### config.mk
export PLATFORM = sky130hd
export DESIGN_NAME = scarv_rng_lfsr_pool
export DESIGN_NICKNAME = d
export VERILOG_FILES = /design/src/rtl/scarv_rng_lfsr_pool.sv
export SDC_FILE = /design/constraint.sdc
export NUM_CORES = 1
export LEC_CHECK = 0
export ABC_AREA = 0
export CORE_MARGIN = 2
export CORE_UTILIZATION = 50
export CTS_CLUSTER_DIAMETER = 60
export DETAILED_ROUTE_END_ITERATION = 10
export PLACE_DENSITY = 0.79
export SYNTH_ARGS = -nofsm -noshare
export SYNTH_HDL_FRONTEND = slang
export SYNTH_SLANG_ARGS = --single-unit
### constraint.sdc
create_clock -name g_clk -period 2.83 [get_ports g_clk]
set_input_delay 0.283 -clock g_clk [delete_from_list [all_inputs] [get_ports g_clk]]
set_output_delay 0.283 -clock g_clk [all_outputs]
set_load 0.02 [all_outputs]
### src/rtl/scarv_rng_lfsr_pool.sv
// Galois-LFSR randomness source for the scarv-cpu rng_* port, buffered through a small sample FIFO.
// Optional repetition health test enabled by defining SCARV_RNG_LFSR_POOL_REPTEST_EN.
module scarv_rng_lfsr_pool #(
    parameter int                 LFSR_W      = 64,
    parameter logic [LFSR_W-1:0]  LFSR_TAPS   = 64'hD800000000000000,
    parameter logic [LFSR_W-1:0]  RESET_VALUE = 64'hABCDEF3713579BDF,
    parameter int                 FIFO_DEPTH  = 4,
    parameter int                 REP_LIMIT   = 4
) (
    input  logic        g_clk,
    input  logic        g_resetn,
    input  logic        rng_req_valid,
    input  logic [2:0]  rng_req_op,
    input  logic [31:0] rng_req_data,
    output logic        rng_req_ready,
    output logic        rng_rsp_valid,
    output logic [2:0]  rng_rsp_status,
    output logic [31:0] rng_rsp_data,
    input  logic        rng_rsp_ready
);

    localparam int PTR_W = $clog2(FIFO_DEPTH);

    typedef enum logic [2:0] {
        ST_NO_INIT   = 3'b000,
        ST_UNHEALTHY = 3'b100,
        ST_HEALTHY   = 3'b101
    } status_t;

    if (LFSR_W < 32) begin : g_bad_width
        $error("LFSR_W must be at least 32");
    end
    if (FIFO_DEPTH < 2 || (FIFO_DEPTH & (FIFO_DEPTH - 1)) != 0) begin : g_bad_depth
        $error("FIFO_DEPTH must be a power of two, at least 2");
    end
    if (REP_LIMIT < 1) begin : g_bad_rep
        $error("REP_LIMIT must be at least 1");
    end

    function automatic logic [LFSR_W-1:0] lfsr_step(input logic [LFSR_W-1:0] s);
        return (s >> 1) ^ (s[0] ? LFSR_TAPS : '0);
    endfunction

    logic [LFSR_W-1:0] state;
    logic              seeded;
    logic              unhealthy;
    logic [31:0]       mem [FIFO_DEPTH];
    logic [PTR_W-1:0]  rd_ptr;
    logic [PTR_W-1:0]  wr_ptr;
    logic [PTR_W:0]    count;
    status_t           rsp_status_q;
    logic [31:0]       rsp_data_q;
    logic              rsp_valid_q;

    status_t           status;
    status_t           rsp_status_d;
    logic [31:0]       rsp_data_d;
    logic              accept, op_seed, op_samp, op_test;
    logic              healthy, fifo_empty, fifo_full;
    logic              pop, push, bypass;
    logic [LFSR_W-1:0] state_step;
    logic [LFSR_W-1:0] seed_state;

    assign status = !seeded ? ST_NO_INIT : (unhealthy ? ST_UNHEALTHY : ST_HEALTHY);
    assign healthy    = (status == ST_HEALTHY);
    assign fifo_empty = (count == '0);
    assign fifo_full  = (count == (PTR_W+1)'(FIFO_DEPTH));

    assign rng_req_ready = !rsp_valid_q || rng_rsp_ready;
    assign accept  = rng_req_valid && rng_req_ready;
    assign op_seed = accept && (rng_req_op == 3'b001);
    assign op_samp = accept && (rng_req_op == 3'b010);
    assign op_test = accept && (rng_req_op == 3'b100);

    assign state_step = lfsr_step(state);
    assign seed_state = state_step ^ LFSR_W'(rng_req_data);

    // An empty FIFO is bypassed on SAMP: the live state is returned and the fill pauses one cycle.
    assign pop    = op_samp && healthy && !fifo_empty;
    assign bypass = op_samp && healthy && fifo_empty;
    assign push   = healthy && !op_seed && !bypass && (!fifo_full || pop);

    // NOTE: every always_comb output gets a default first so no path can infer a latch.
    always_comb begin
        rsp_data_d   = '0;
        rsp_status_d = status;
        if (op_seed)
            rsp_status_d = (seed_state == '0) ? ST_UNHEALTHY : ST_HEALTHY;
        else if (pop)
            rsp_data_d = mem[rd_ptr];
        else if (bypass)
            rsp_data_d = state[31:0];
        else if (op_test)
            rsp_data_d = 32'(count);
    end

`ifdef SCARV_RNG_LFSR_POOL_REPTEST_EN
    logic [31:0]                   last_sample;
    logic [$clog2(REP_LIMIT+1):0]  rep_cnt;
    logic [$clog2(REP_LIMIT+1):0]  rep_next;

    assign rep_next = (rep_cnt != '0 && state[31:0] == last_sample) ? rep_cnt + 1'b1 : 1;
`endif

    // NOTE: sequential state is updated with non-blocking assignments only.
    always_ff @(posedge g_clk or negedge g_resetn) begin
        if (!g_resetn) begin
            state        <= RESET_VALUE;
            seeded       <= 1'b0;
            unhealthy    <= 1'b0;
            rd_ptr       <= '0;
            wr_ptr       <= '0;
            count        <= '0;
            rsp_valid_q  <= 1'b0;
            rsp_data_q   <= '0;
            rsp_status_q <= ST_NO_INIT;
`ifdef SCARV_RNG_LFSR_POOL_REPTEST_EN
            last_sample  <= '0;
            rep_cnt      <= '0;
`endif
        end else begin
            if (op_seed) begin
                state     <= seed_state;
                seeded    <= 1'b1;
                unhealthy <= (seed_state == '0);
                rd_ptr    <= '0;
                wr_ptr    <= '0;
                count     <= '0;
`ifdef SCARV_RNG_LFSR_POOL_REPTEST_EN
                rep_cnt   <= '0;
`endif
            end else begin
                if (push || bypass)
                    state <= state_step;
                if (pop)
                    rd_ptr <= rd_ptr + 1'b1;
                if (push)
                    wr_ptr <= wr_ptr + 1'b1;
                if (push && !pop)
                    count <= count + 1'b1;
                else if (pop && !push)
                    count <= count - 1'b1;
`ifdef SCARV_RNG_LFSR_POOL_REPTEST_EN
                if (push) begin
                    last_sample <= state[31:0];
                    rep_cnt     <= (rep_next > REP_LIMIT) ? rep_cnt : rep_next;
                    if (rep_next >= REP_LIMIT)
                        unhealthy <= 1'b1;
                end
`endif
            end

            if (accept) begin
                rsp_valid_q  <= 1'b1;
                rsp_data_q   <= rsp_data_d;
                rsp_status_q <= rsp_status_d;
            end else if (rng_rsp_ready) begin
                rsp_valid_q  <= 1'b0;
            end
        end
    end

    // NOTE: the sample storage carries no reset; the pointers and count define what is valid.
    always_ff @(posedge g_clk) begin
        if (push)
            mem[wr_ptr] <= state[31:0];
    end

    assign rng_rsp_valid  = rsp_valid_q;
    assign rng_rsp_data   = rsp_data_q;
    assign rng_rsp_status = rsp_status_q;

endmodule

==> qor.csv <==
stage,metric,value,unit
setup_path,CP Depth,4,
setup_path,crit path DAT,2.74,ns
grt,vias in the first global route,6349,
power_and_ir_drop,Lkg Pwr,4.34,nW
power_and_ir_drop,maximum vdd drop,0.465,mV
yosys,Synth cell types,45,
clocking,setup bufs post-CTS,0,
placement,gpl congestion,0.820,
timing,fin. max-slew vios,0,
routing,number of DRC markers in iteration 0,503,
setup_path,Max stage delay on crit path,1.02,ns
layout,Antenna diodes,0,
flow_run,max-cap violations,0,
yosys,Synth Cell Area,0.0102,mm^2
placement,Final HPWL DP,14.2,mm
routing,Pre-antenna DRT Iters,5,
clocking,Clock Sinks,236,
grt,largest net degree at the start of global routing,98,
floorplanning,Die Width,147,um
layout,final cell count without fillers,1056,
grt,first-pass GRT wire length,35.1,mm
setup_path,Critical Path RT,3.21,ns
routing,Total Wirelength,22.0,mm
setup_path,R2R depth,4,
layout,Layout area overhead,17.6,%
yosys,Synth top area share,0.377,
setup_path,critical path type,register to register,
clocking,clock buffer depth,3,
clocking,CTS tree,built,
yosys,synthesized flop and latch total,236,
clocking,"CTS clk-pin slew, worst paths",0.06,ns
timing,relative slew slack,0.158,
timing,crit share post-route,0.833,
yosys,Mapped Cells,682,
timing,max frequency,424,MHz
yosys,top-count cell post-synth,edfxtp_1,
timing,Tightest Pin Transition,1.26,ns
timing,fin crit period,2.36,ns
timing,RSZ-0062 raised after global routing,false,
yosys,Mapped Avg Cell Area,15.0,um^2
yosys,commonest cells in the netlist,"128 x edfxtp_1, 100 x nand2_1, 66 x dfrtp_1",
timing,Sum Neg Setup Slack,0,ns
run_status,outcome,"finished, final reports clean",
layout,Final Util,0.597,
yosys,"EDFF count, synth",128,
setup_path,Buf/Inv on CP,0,
clocking,H-tree depth,1,
timing,Final Hold Fails,0,
routing,drt wl/cell,20.8,um
grt,initial antenna violation count,0,
yosys,leading area contributor after synthesis,edfxtp_1,
yosys,ys async rst share,0.458,
timing,setup violators final,0,
layout,share of post-route cells with drive strength above 1,0.216,
grt,total track usage,0.210,
setup_path,worst path cell trace,nor2_1 > and2_1 > o211a_4 > mux2_4,
setup_path,crit path launch type,register,
yosys,syn_nets,727,
yosys,Main synth FF type,edfxtp_1,
floorplanning,Initial Utilization,0.507,
yosys,Synth area leaders,"edfxtp_1 38%, dfrtp_1 16%, dfstp_2 11%, mux4_2 7.1%, mux2_4 4.4%",
placement,buffers added on ports,74,
floorplanning,Core Box Area,0.0201,mm^2
clocking,cts repair resizes,0,
grt,Congestion Overflow GR,0,
routing,ANT nets after route,0,
layout,filler cell count,1437,
clocking,clock root buffer,clkbuf_16,
timing,final hold slack,0.324,ns
setup_path,crit-path leading delay family,compound AO/OA/AOI/OAI gates,
floorplanning,Core Rows,52,
routing,Residual DRC,0,
placement,Post-Place Cells,1013,
layout,Layout Nets,814,
floorplanning,I/O Pins,76,
floorplanning,Die Height,147,um
routing,Via Count,5905,
clocking,Hold Buf Count CTS,1,
yosys,warnings from Yosys,0,
clocking,Clock Latency Late Sink,0.51,ns
clocking,clock buffer count from CTS,23,
worst_hold_path,Worst Hold Class,input pin to asynchronous set/reset pin,
yosys,register area share after synthesis,0.647,
timing,worst clock skew,0.0187,ns
setup_path,endpoint class of the critical path,register,
routing,vias per cell,5.59,
power_and_ir_drop,Power per Cell Area,1090,mW/mm^2
floorplanning,die area,0.0216,mm^2
setup_path,Worst path slowest cell,o211a_4,
setup_path,crit path max fanout,97,
-- final cells by class --
class / instances / area, um^2 / share of cell area
Clock buffer: 33 / 623 / 0.0520
Clock inverter: 9 / 123 / 0.0102
Inverter: 7 / 26.3 / 0.00219
Multi-Input combinational cell: 402 / 3360 / 0.280
Sequential cell: 236 / 6600 / 0.550
Tap cell: 270 / 338 / 0.0282
Timing Repair Buffer: 99 / 928 / 0.0774
-- per-stage QoR --
step	worst slack [ns]	power (mW)	instance area, um^2
finish	0.471	13.1	12000
global route	0.287	13.7	12000
CTS	0.493	13.2	12000
detailed placement	0.127	10.0	11200
global placement	0.199	9.77	11200
floorplan	0.305	8.80	10200
-- kinds of logic (layout without fill, tap and decap cells) --
family / Yosys count / in the layout / share of synthesized area
adder cells (fa/ha/maj): 6 / 6 / 0.00809
AND/OR/NAND/NOR: 151 / 151 / 0.0684
XOR/XNOR: 69 / 69 / 0.0592
buffers and inverters: 44 / 148 / 0.0255
AO/OA/AOI/OAI: 77 / 77 / 0.0401
flip-flops: 236 / 236 / 0.647
multiplexers: 98 / 98 / 0.151
other: 1 / 1 / 0.000368
-- report_power, final --
group          switching (mW)  leakage, nW  total (mW)  internal (mW)
Sequential              0.967         2.52        6.34           5.37
Clock                    1.23        0.365        3.04           1.81
Combinational            1.85         1.46        3.68           1.83
Total                    4.05         4.34        13.1           9.01
-- placed cells by master (no fill, tap or decap), drive strengths merged, types with 8 or more instances in the layout --
cell             n
nor2             8
edfxtp         128
nor4             8
dfrtp           66
xor2            35
inv              8
xnor2           34
buf             25
mux2i           35
mux4            32
clkbuf          33
o21ai           66
nand2          100
dfstp           42
clkdlybuf4s50   73
nand4           10
mux2            31
-- worst paths after layout --
kind                                                   from                          end  slack, ns
worst max-delay path                   count[1]$_DFFE_PN0P_        state[38]$_DFFE_PN0P_       0.47
worst min-delay path                               g_resetn  rng_rsp_data[8]$_DFFE_PN0N_       0.32
worst max register to register         count[1]$_DFFE_PN0P_        state[38]$_DFFE_PN0P_       0.47
worst min register to register  rng_rsp_data[9]$_DFFE_PN0N_  rng_rsp_data[9]$_DFFE_PN0N_       0.47
max in group asynchronous                          g_resetn        state[24]$_DFFE_PN1P_       1.64
min in group g_clk              rng_rsp_data[9]$_DFFE_PN0N_  rng_rsp_data[9]$_DFFE_PN0N_       0.47
-- sequential cells by signal, indices dropped and copies added, names as in the netlist --
register,cells
state,64
rd_ptr,2
rng_rsp_status,2
wr_ptr,2
seeded,1
unhealthy,1
rng_rsp_data,32
mem,128
count,3
rng_rsp_valid,1
-- layer usage --
| metal | track usage | vias up | wire [um] |
|---|---|---|---|
| met2 | 0.369 | 168 | 11400 |
| met1 | 0.268 | 3047 | 8750 |
| met4 | 0.0733 | 0 | 700 |
| met3 | 0.0339 | 42 | 1120 |
| li1 | - | 2648 | - |
| met5 | 0 | - | 0 |
Power figures use the tool's default switching activity.
